==> src/rtl/spi_slave.sv <==
// -----------------------------------------------------------------------------
// spi_slave
// SPI responder with all four CPOL/CPHA modes, 8-bit MSb-first frames and
// back-to-back bytes inside one chip-select assertion. The SPI pins are
// asynchronous to clk and are oversampled through 2-FF synchronizers, so the
// system clock must run at least 8x the SPI clock.
//
// Parameters:
//   CPOL      SCLK idle level
//   CPHA      0: sample on leading edge, shift on trailing edge
//             1: shift on leading edge, sample on trailing edge
//
// Ports:
//   clk       system clock
//   rst       synchronous reset, active-low
//   sclk      SPI clock from the master (asynchronous)
//   cs        chip select, active-low (asynchronous)
//   mosi      serial data from the master (asynchronous)
//   miso      serial data to the master (bit 7 of the transmit shifter)
//   miso_oe   miso output enable, high while selected
//   tx_data   byte to transmit, captured when tx_ack pulses
//   tx_ack    1-cycle pulse: tx_data captured, next byte may be presented
//   rx_data   last complete received byte
//   rx_valid  1-cycle pulse: rx_data updated
//   busy      high while a frame is active
// -----------------------------------------------------------------------------
module spi_slave #(
    parameter logic CPOL = 1'b0,
    parameter logic CPHA = 1'b0
) (
    input  logic       clk,
    input  logic       rst,
    input  logic       sclk,
    input  logic       cs,
    input  logic       mosi,
    output logic       miso,
    output logic       miso_oe,
    input  logic [7:0] tx_data,
    output logic       tx_ack,
    output logic [7:0] rx_data,
    output logic       rx_valid,
    output logic       busy
);

    localparam int unsigned DATA_W = 8;
    localparam int unsigned CNT_W  = 3;

    // Sampling happens on the rising sclk edge in modes 0 and 3.
    localparam logic SAMPLE_ON_RISE = ~(CPOL ^ CPHA);

    typedef enum logic [0:0] {
        IDLE   = 1'b0,
        ACTIVE = 1'b1
    } state_t;

    // -------------------------------------------------------------------------
    // Input synchronizers plus one delay stage on sclk/cs for edge detection
    // -------------------------------------------------------------------------
    logic sclk_s1, sclk_s2, sclk_d;
    logic cs_s1, cs_s2, cs_d;
    logic mosi_s1, mosi_s2;

    always_ff @(posedge clk) begin
        if (!rst) begin
            sclk_s1 <= CPOL;
            sclk_s2 <= CPOL;
            sclk_d  <= CPOL;
            cs_s1   <= 1'b1;
            cs_s2   <= 1'b1;
            cs_d    <= 1'b1;
            mosi_s1 <= 1'b0;
            mosi_s2 <= 1'b0;
        end else begin
            sclk_s1 <= sclk;
            sclk_s2 <= sclk_s1;
            sclk_d  <= sclk_s2;
            cs_s1   <= cs;
            cs_s2   <= cs_s1;
            cs_d    <= cs_s2;
            mosi_s1 <= mosi;
            mosi_s2 <= mosi_s1;
        end
    end

    logic sclk_rise_c, sclk_fall_c;
    logic sample_edge_c, shift_edge_c;
    logic cs_fall_c, cs_rise_c;

    // Edge strobes, one clk wide, in the synchronized domain.
    always_comb begin
        sclk_rise_c   = sclk_s2 & ~sclk_d;
        sclk_fall_c   = ~sclk_s2 & sclk_d;
        sample_edge_c = SAMPLE_ON_RISE ? sclk_rise_c : sclk_fall_c;
        shift_edge_c  = SAMPLE_ON_RISE ? sclk_fall_c : sclk_rise_c;
        cs_fall_c     = ~cs_s2 & cs_d;
        cs_rise_c     = cs_s2 & ~cs_d;
    end

    // -------------------------------------------------------------------------
    // Frame FSM: state and datapath registers
    // -------------------------------------------------------------------------
    state_t              state, state_nxt;
    logic [DATA_W-1:0]   tx_sr, tx_sr_nxt;
    logic [DATA_W-1:0]   rx_sr, rx_sr_nxt;
    logic [CNT_W-1:0]    bit_cnt, bit_cnt_nxt;
    logic                byte_done, byte_done_nxt;
    logic [DATA_W-1:0]   rx_data_nxt;
    logic                rx_valid_nxt;
    logic                tx_ack_nxt;
    logic                miso_nxt;
    logic                busy_nxt;

    always_ff @(posedge clk) begin
        if (!rst) begin
            state     <= IDLE;
            tx_sr     <= '0;
            rx_sr     <= '0;
            bit_cnt   <= '0;
            byte_done <= 1'b0;
            rx_data   <= '0;
            rx_valid  <= 1'b0;
            tx_ack    <= 1'b0;
            miso      <= 1'b0;
            miso_oe   <= 1'b0;
            busy      <= 1'b0;
        end else begin
            state     <= state_nxt;
            tx_sr     <= tx_sr_nxt;
            rx_sr     <= rx_sr_nxt;
            bit_cnt   <= bit_cnt_nxt;
            byte_done <= byte_done_nxt;
            rx_data   <= rx_data_nxt;
            rx_valid  <= rx_valid_nxt;
            tx_ack    <= tx_ack_nxt;
            miso      <= miso_nxt;
            miso_oe   <= busy_nxt;
            busy      <= busy_nxt;
        end
    end

    // Next-state and next-output logic.
    always_comb begin
        state_nxt     = state;
        tx_sr_nxt     = tx_sr;
        rx_sr_nxt     = rx_sr;
        bit_cnt_nxt   = bit_cnt;
        byte_done_nxt = byte_done;
        rx_data_nxt   = rx_data;
        rx_valid_nxt  = 1'b0;
        tx_ack_nxt    = 1'b0;

        unique case (state)
            // sclk edges are ignored while deselected, including one that
            // coincides with the cs falling edge.
            IDLE: begin
                if (cs_fall_c) begin
                    tx_sr_nxt     = tx_data;
                    tx_ack_nxt    = 1'b1;
                    bit_cnt_nxt   = '0;
                    byte_done_nxt = 1'b0;
                    state_nxt     = ACTIVE;
                end
            end

            ACTIVE: begin
                if (cs_rise_c) begin
                    // Deselect wins over any same-cycle sclk edge; a partial
                    // byte is dropped without touching rx_data.
                    bit_cnt_nxt   = '0;
                    byte_done_nxt = 1'b0;
                    state_nxt     = IDLE;
                end else if (sample_edge_c) begin
                    rx_sr_nxt   = {rx_sr[DATA_W-2:0], mosi_s2};
                    bit_cnt_nxt = bit_cnt + CNT_W'(1);
                    if (bit_cnt == CNT_W'(DATA_W - 1)) begin
                        rx_data_nxt   = {rx_sr[DATA_W-2:0], mosi_s2};
                        rx_valid_nxt  = 1'b1;
                        byte_done_nxt = 1'b1;
                    end
                end else if (shift_edge_c) begin
                    if (byte_done) begin
                        // Reload on the shift edge after the last sample so
                        // bit 7 of the next byte leads the next sample edge.
                        tx_sr_nxt     = tx_data;
                        tx_ack_nxt    = 1'b1;
                        byte_done_nxt = 1'b0;
                    end else if (CPHA && (bit_cnt == '0)) begin
                        // First leading edge of a CPHA=1 frame: bit 7 is
                        // already on miso, so keep it there.
                        tx_sr_nxt = tx_sr;
                    end else begin
                        tx_sr_nxt = {tx_sr[DATA_W-2:0], 1'b0};
                    end
                end
            end

            default: begin
                state_nxt = IDLE;
            end
        endcase

        busy_nxt = (state_nxt == ACTIVE);
        miso_nxt = busy_nxt ? tx_sr_nxt[DATA_W-1] : 1'b0;
    end

endmodule

==> config.mk <==
export PLATFORM = sky130hd
export DESIGN_NAME = spi_slave
export DESIGN_NICKNAME = d
export VERILOG_FILES = /design/src/rtl/spi_slave.sv
export SDC_FILE = /design/constraint.sdc
export NUM_CORES = 1
export LEC_CHECK = 0
export CAP_MARGIN = 20
export CORE_UTILIZATION = 25
export CTS_CLUSTER_DIAMETER = 120
export DETAILED_ROUTE_END_ITERATION = 8
export GPL_ROUTABILITY_DRIVEN = 0
export PLACE_DENSITY = 0.57
export SYNTH_ARGS = -nofsm -noshare
export SYNTH_HDL_FRONTEND = slang
export SYNTH_SLANG_ARGS = --single-unit
==> constraint.sdc <==
create_clock -name clk -period 1.35 [get_ports clk]
set_input_delay 0.135 -clock clk [delete_from_list [all_inputs] [get_ports clk]]
set_output_delay 0.135 -clock clk [all_outputs]
set_load 0.01 [all_outputs]
==> results <==
- For this block, the routed nets add up to 3340 µm of wire.
- Detailed placement finished with a half-perimeter wire length of between 2000 and 2500 µm.
- The most used flip-flop cell after synthesis is sky130_fd_sc_hd__dfxtp_1.
- The worst min-delay path category is input port to flop.
- Of the cells placed in the final design, the portion with a size suffix greater than 1 is around 20%.
- For this run, the number of Yosys warnings is 0.
- The max-cap check violation count is 0.
- The number of antenna violations at the first check in global routing is 0.
- Hold is met by around 400 ps.
- The flop-to-flop setup slack is roughly 1.8 ps.
- The worst max-slew margin expressed relative to the limit is approximately four fifths.
- During I/O placement, the number of pins put on the boundary was 26.
- Across the routed clock network, the largest skew measured is approximately 9.3 ps.
- The run finished with clean final reports.
- The post-synthesis share of cell area spent on xor and xnor gates is 0%.
- Counting flops with a built-in enable in the synthesized netlist gives 0.
- The tree is rooted in a sky130_fd_sc_hd__clkbuf_8.
- Measured along the x axis, the die boundary spans between 80 and 90 µm.
- The fraction of synthesized cell area taken by the top area cell type is approximately 49%.
- The total overflow left after global routing is 0.
- The footprint of the flip-flops and latches is a little under 800 µm².
- The worst register-to-register path begins at sclk_d$_SDFF_PN0_.
- The depth of the CTS H-tree is 2.
- The part of the Yosys area used for sequential elements is roughly 49%.
- In this run the critical register-to-register path is captured at tx_sr[4]$_SDFFE_PN0P_.
- The slowest cell on the critical path is sky130_fd_sc_hd__dfxtp_2.
- Setup repair after global routing could not meet its margin everywhere.
- In this run the deepest clock path goes through 2 buffers.
- In the synthesized netlist, mux cells make up around 1.3% of the area.
- After synthesis, the netlist uses 35 different library cells.
- The height of the die is just over 80 µm.
- The area overhead of the layout relative to synthesis is 38.3%.
- Summed over all failing endpoints, the final setup total negative slack is 0 ps.
- The total setup violations reported at the end of the flow is 0.
- Once placement finished, the instance area stood at roughly 2000 µm².
- In the final routed layout, each cell accounts on average for around 12 µm.
- The part of the cycle the worst path needs is about 100%.
- The flop and latch count out of synthesis is 39.
- The number of hold-slack violations in the final timing report is 0.
- The die area is between 6000 and 7000 µm².
- The biggest area consumer among synthesized cells is sky130_fd_sc_hd__dfxtp_1.
- Across every metal layer, demand over resource in global routing totals 10.5%.
- The analysis attributes to cell leakage a power of 0.838 nW.
- The TritonCTS sink count is 39.
- The transition at the pin with the smallest max-transition slack is ~310 ps.
- The count of vias placed by the detailed router is between 1,000 and 1,500.
- The max-slew violation count came to 0.
- After detailed routing, the number of remaining DRC violations is 0.
- After the first detailed-routing iteration, the DRC count stood at 70.
- After Yosys synthesis, and, or, nand and nor cells account for approximately a fifth of the synthesized area.
- The instance count after placement with tap cells included is 279.
- The signal on the critical path passes through inv_2 > ha_4 > and2b_1 > a31o_4 > o21ai_0 > a31oi_1.
- The repair_antennas step left the layout with diodes totalling 0.
- The starting density of the core is 26.3%.
- The synthesized netlist devotes between 10% and 20% of its cell area to compound gates.
- Averaged over all synthesized cells, the footprint is 8.84 µm².
- Excluding fillers, the count of instances in the completed layout stands at 290.
- STA classifies the critical path startpoint as a flop.
- The combinational family with the most area after synthesis is simple AND/OR/NAND/NOR gates.
- TritonCTS built the clock tree.
- The cell count after synthesis came out at between 150 and 200.
- Clock-pin slew was measured on the worst setup and hold paths at 80 ps.
- After floorplanning, the core was sized to cover ~6000 µm².
- The number of placement rows is 28.
- The worst hold path startpoint is cs.
- On the worst path, the slowest cell contributes a delay of between 300 and 400 ps.
- The depth of the worst register-to-register path is 6.
- For this run, the post-layout net count is 232.
- The area of the multi-input gates is about 760 µm².
- The post-synthesis cell area is between 1500 and 2000 µm².
- After routing the design area is around 2200 µm².
- The commonest cells after synthesis are sky130_fd_sc_hd__dfxtp_1, sky130_fd_sc_hd__nand2_1, sky130_fd_sc_hd__a21oi_1.
- Broken down by cell family, the worst path's largest delay share belongs to compound AO/OA/AOI/OAI gates.
- The adder-cell share of the synthesized area is 3.95%.
- The number of nets in the synthesized netlist is 197.
- By instance count, the leading cell after synthesis is sky130_fd_sc_hd__dfxtp_1.
- The count of fill cells added during filler insertion is slightly above 600.
- After clock tree synthesis, the flow added hold-fix buffers numbering 0.
- The latest clock arrival within the worst-skew pair is roughly 290 ps.
- Ranked by total cell area, the synthesized netlist is headed by sky130_fd_sc_hd__dfxtp_1, sky130_fd_sc_hd__nand2_1, sky130_fd_sc_hd__a21oi_1.
- The utilization after layout is a little over a third.
- Counting instances, the worst hold path has a depth of 2.
- VDD sags by at most ~0.53 mV.
- The count of cell instances traversed by the critical path is 6.
- In this run the worst path has a maximum fanout of 13.
- The setup path with the least slack is of type flop to flop.
- The clock period minus worst slack is roughly 1300 ps.
- The worst endpoint required time is 1520 ps.
- During placement, the flow inserted port buffers numbering 25.
- In this run the remaining antenna-violating nets after routing total 0.
- In the routed layout, each cell is associated on average with a via count of 4.54.
- The number of optimization iterations in the first detailed-route pass is 4.
- In this run the power density over the cells is 1080 nW/µm².
- The first global-routing pass estimated ~5300 µm of wire.
- The via count of the first global-routing pass came to between 1,000 and 1,500.
- The data arrival time of the worst path is 1520 ps.
- The number of buffers and inverters on the critical path is 1.
- The worst setup path is captured at a flop.
- Derived from the worst setup path, the maximum achievable clock frequency is approximately 0.74 GHz.
- Counting the buffers created by CTS gives 5.
- The fraction of synthesis flops using an asynchronous set or reset pin is 0%.
- For hold timing, the worst endpoint is cs_s1$_SDFF_PN1_.
- The maximum number of pins on one net before global-route repair is 20.
cells by family after synthesis:
| group | Yosys count |
|---|---|
| muxes | 2 |
| DFF | 39 |
| and+or+nand+nor | 66 |
| adders and majority gates | 5 |
| AOI/OAI and AO/OA | 49 |
| buffers and inverters | 18 |
cell usage in the layout, fill, tap and decap left out, drive strengths merged:
| cell | netlist | routed |
|---|---|---|
| dfxtp | 39 | 39 |
| nand2 | 25 | 25 |
| clkdlybuf4s50 | 0 | 21 |
| a21oi | 18 | 18 |
| buf | 9 | 16 |
| nand3 | 14 | 14 |
| o21ai | 14 | 14 |
| a31oi | 7 | 7 |
| nor2 | 7 | 7 |
| clkbuf | 4 | 6 |
| nand2b | 5 | 5 |
| and2 | 5 | 5 |
| inv | 5 | 5 |
| ha | 5 | 5 |
| nor2b | 2 | 2 |
| a22oi | 2 | 2 |
| mux2i | 2 | 2 |
| dlygate4sd2 | 0 | 2 |
| dlymetal6s2s | 0 | 2 |
| and3 | 2 | 2 |
| nand4 | 1 | 1 |
| nor3b | 1 | 1 |
| and2b | 1 | 1 |
| and4 | 1 | 1 |
| a31o | 1 | 1 |
| nand4b | 1 | 1 |
| a21o | 1 | 1 |
| o22ai | 1 | 1 |
| a311oi | 1 | 1 |
| and3b | 1 | 1 |
| a211oi | 1 | 1 |
| a311o | 1 | 1 |
| o21a | 1 | 1 |
| o211a | 1 | 1 |
| bufinv | 0 | 1 |
| clkinv | 0 | 1 |
final cells by class:
type,count,share of cell area [%]
Inverter,5,0.857
Clock inverter,2,1.60
Sequential cell,39,36.0
Clock buffer,6,3.77
Tap cell,75,4.29
Multi-Input combinational cell,122,34.7
Timing Repair Buffer,41,18.8
routing by layer:
layer | global-route usage (%) | wire length, µm
met5 | 0 | 0
met1 | 12.6 | 1600
met2 | 16.8 | 1530
met4 | 5.26 | 60
met3 | 3.22 | 153
where the power goes:
group / total [W] / internal (W) / switching (W)
clock network: 0.000993 / 0.000598 / 0.000395
registers: 0.00119 / 0.00118 / 0.0000132
logic: 0.000182 / 0.0000996 / 0.0000822
total: 0.00236 / 0.00187 / 0.000491
sequential cells by signal, indices dropped and copies added, names as in the netlist, 3 cells and up:
| signal | cells |
|---|---|
| rx_data | 8 |
| tx_sr | 8 |
| rx_sr | 7 |
| bit_cnt | 3 |
stage by stage:
stage	total power, W	worst slack, ps
floorplan	0.00130	3.34
global placement	0.00139	-25.3
detailed placement	0.00139	-85.9
CTS	0.00239	8.63
global route	0.00247	-36.2
finish	0.00236	1.81
worst register-to-register path, delay by kind of cell (launching register included):
kind                     cells  cell delay (ps)
AO/OA/AOI/OAI                3              510
AND/OR/NAND/NOR              1              200
buffers and inverters        1               60
flip-flops                   1              330
adder cells (fa/ha/maj)      1              120
timing repair:
action | CTS | global route
cloned | 0 | 2
endpoints found under the setup margin | 26 | 28
resized for setup | 8 | 18
pin swaps | 1 | 2
buffers inserted | 1 | 0
hold endpoints to repair | 0 | 0
worst max path at each step:
stage	start	slack [ps]	end
global route	cs_d$_SDFF_PN1_	-40	rx_data[3]$_SDFFE_PN0P_
detailed placement	cs_d$_SDFF_PN1_	-90	rx_data[4]$_SDFFE_PN0P_
global placement	sclk_d$_SDFF_PN0_	-30	tx_sr[5]$_SDFFE_PN0P_
finish	sclk_d$_SDFF_PN0_	2	tx_sr[4]$_SDFFE_PN0P_
floorplan	sclk_d$_SDFF_PN0_	3	tx_sr[3]$_SDFFE_PN0P_
CTS	sclk_d$_SDFF_PN0_	9	byte_done$_SDFFE_PN0P_
Note: power is estimated with default switching activity, not from simulation.
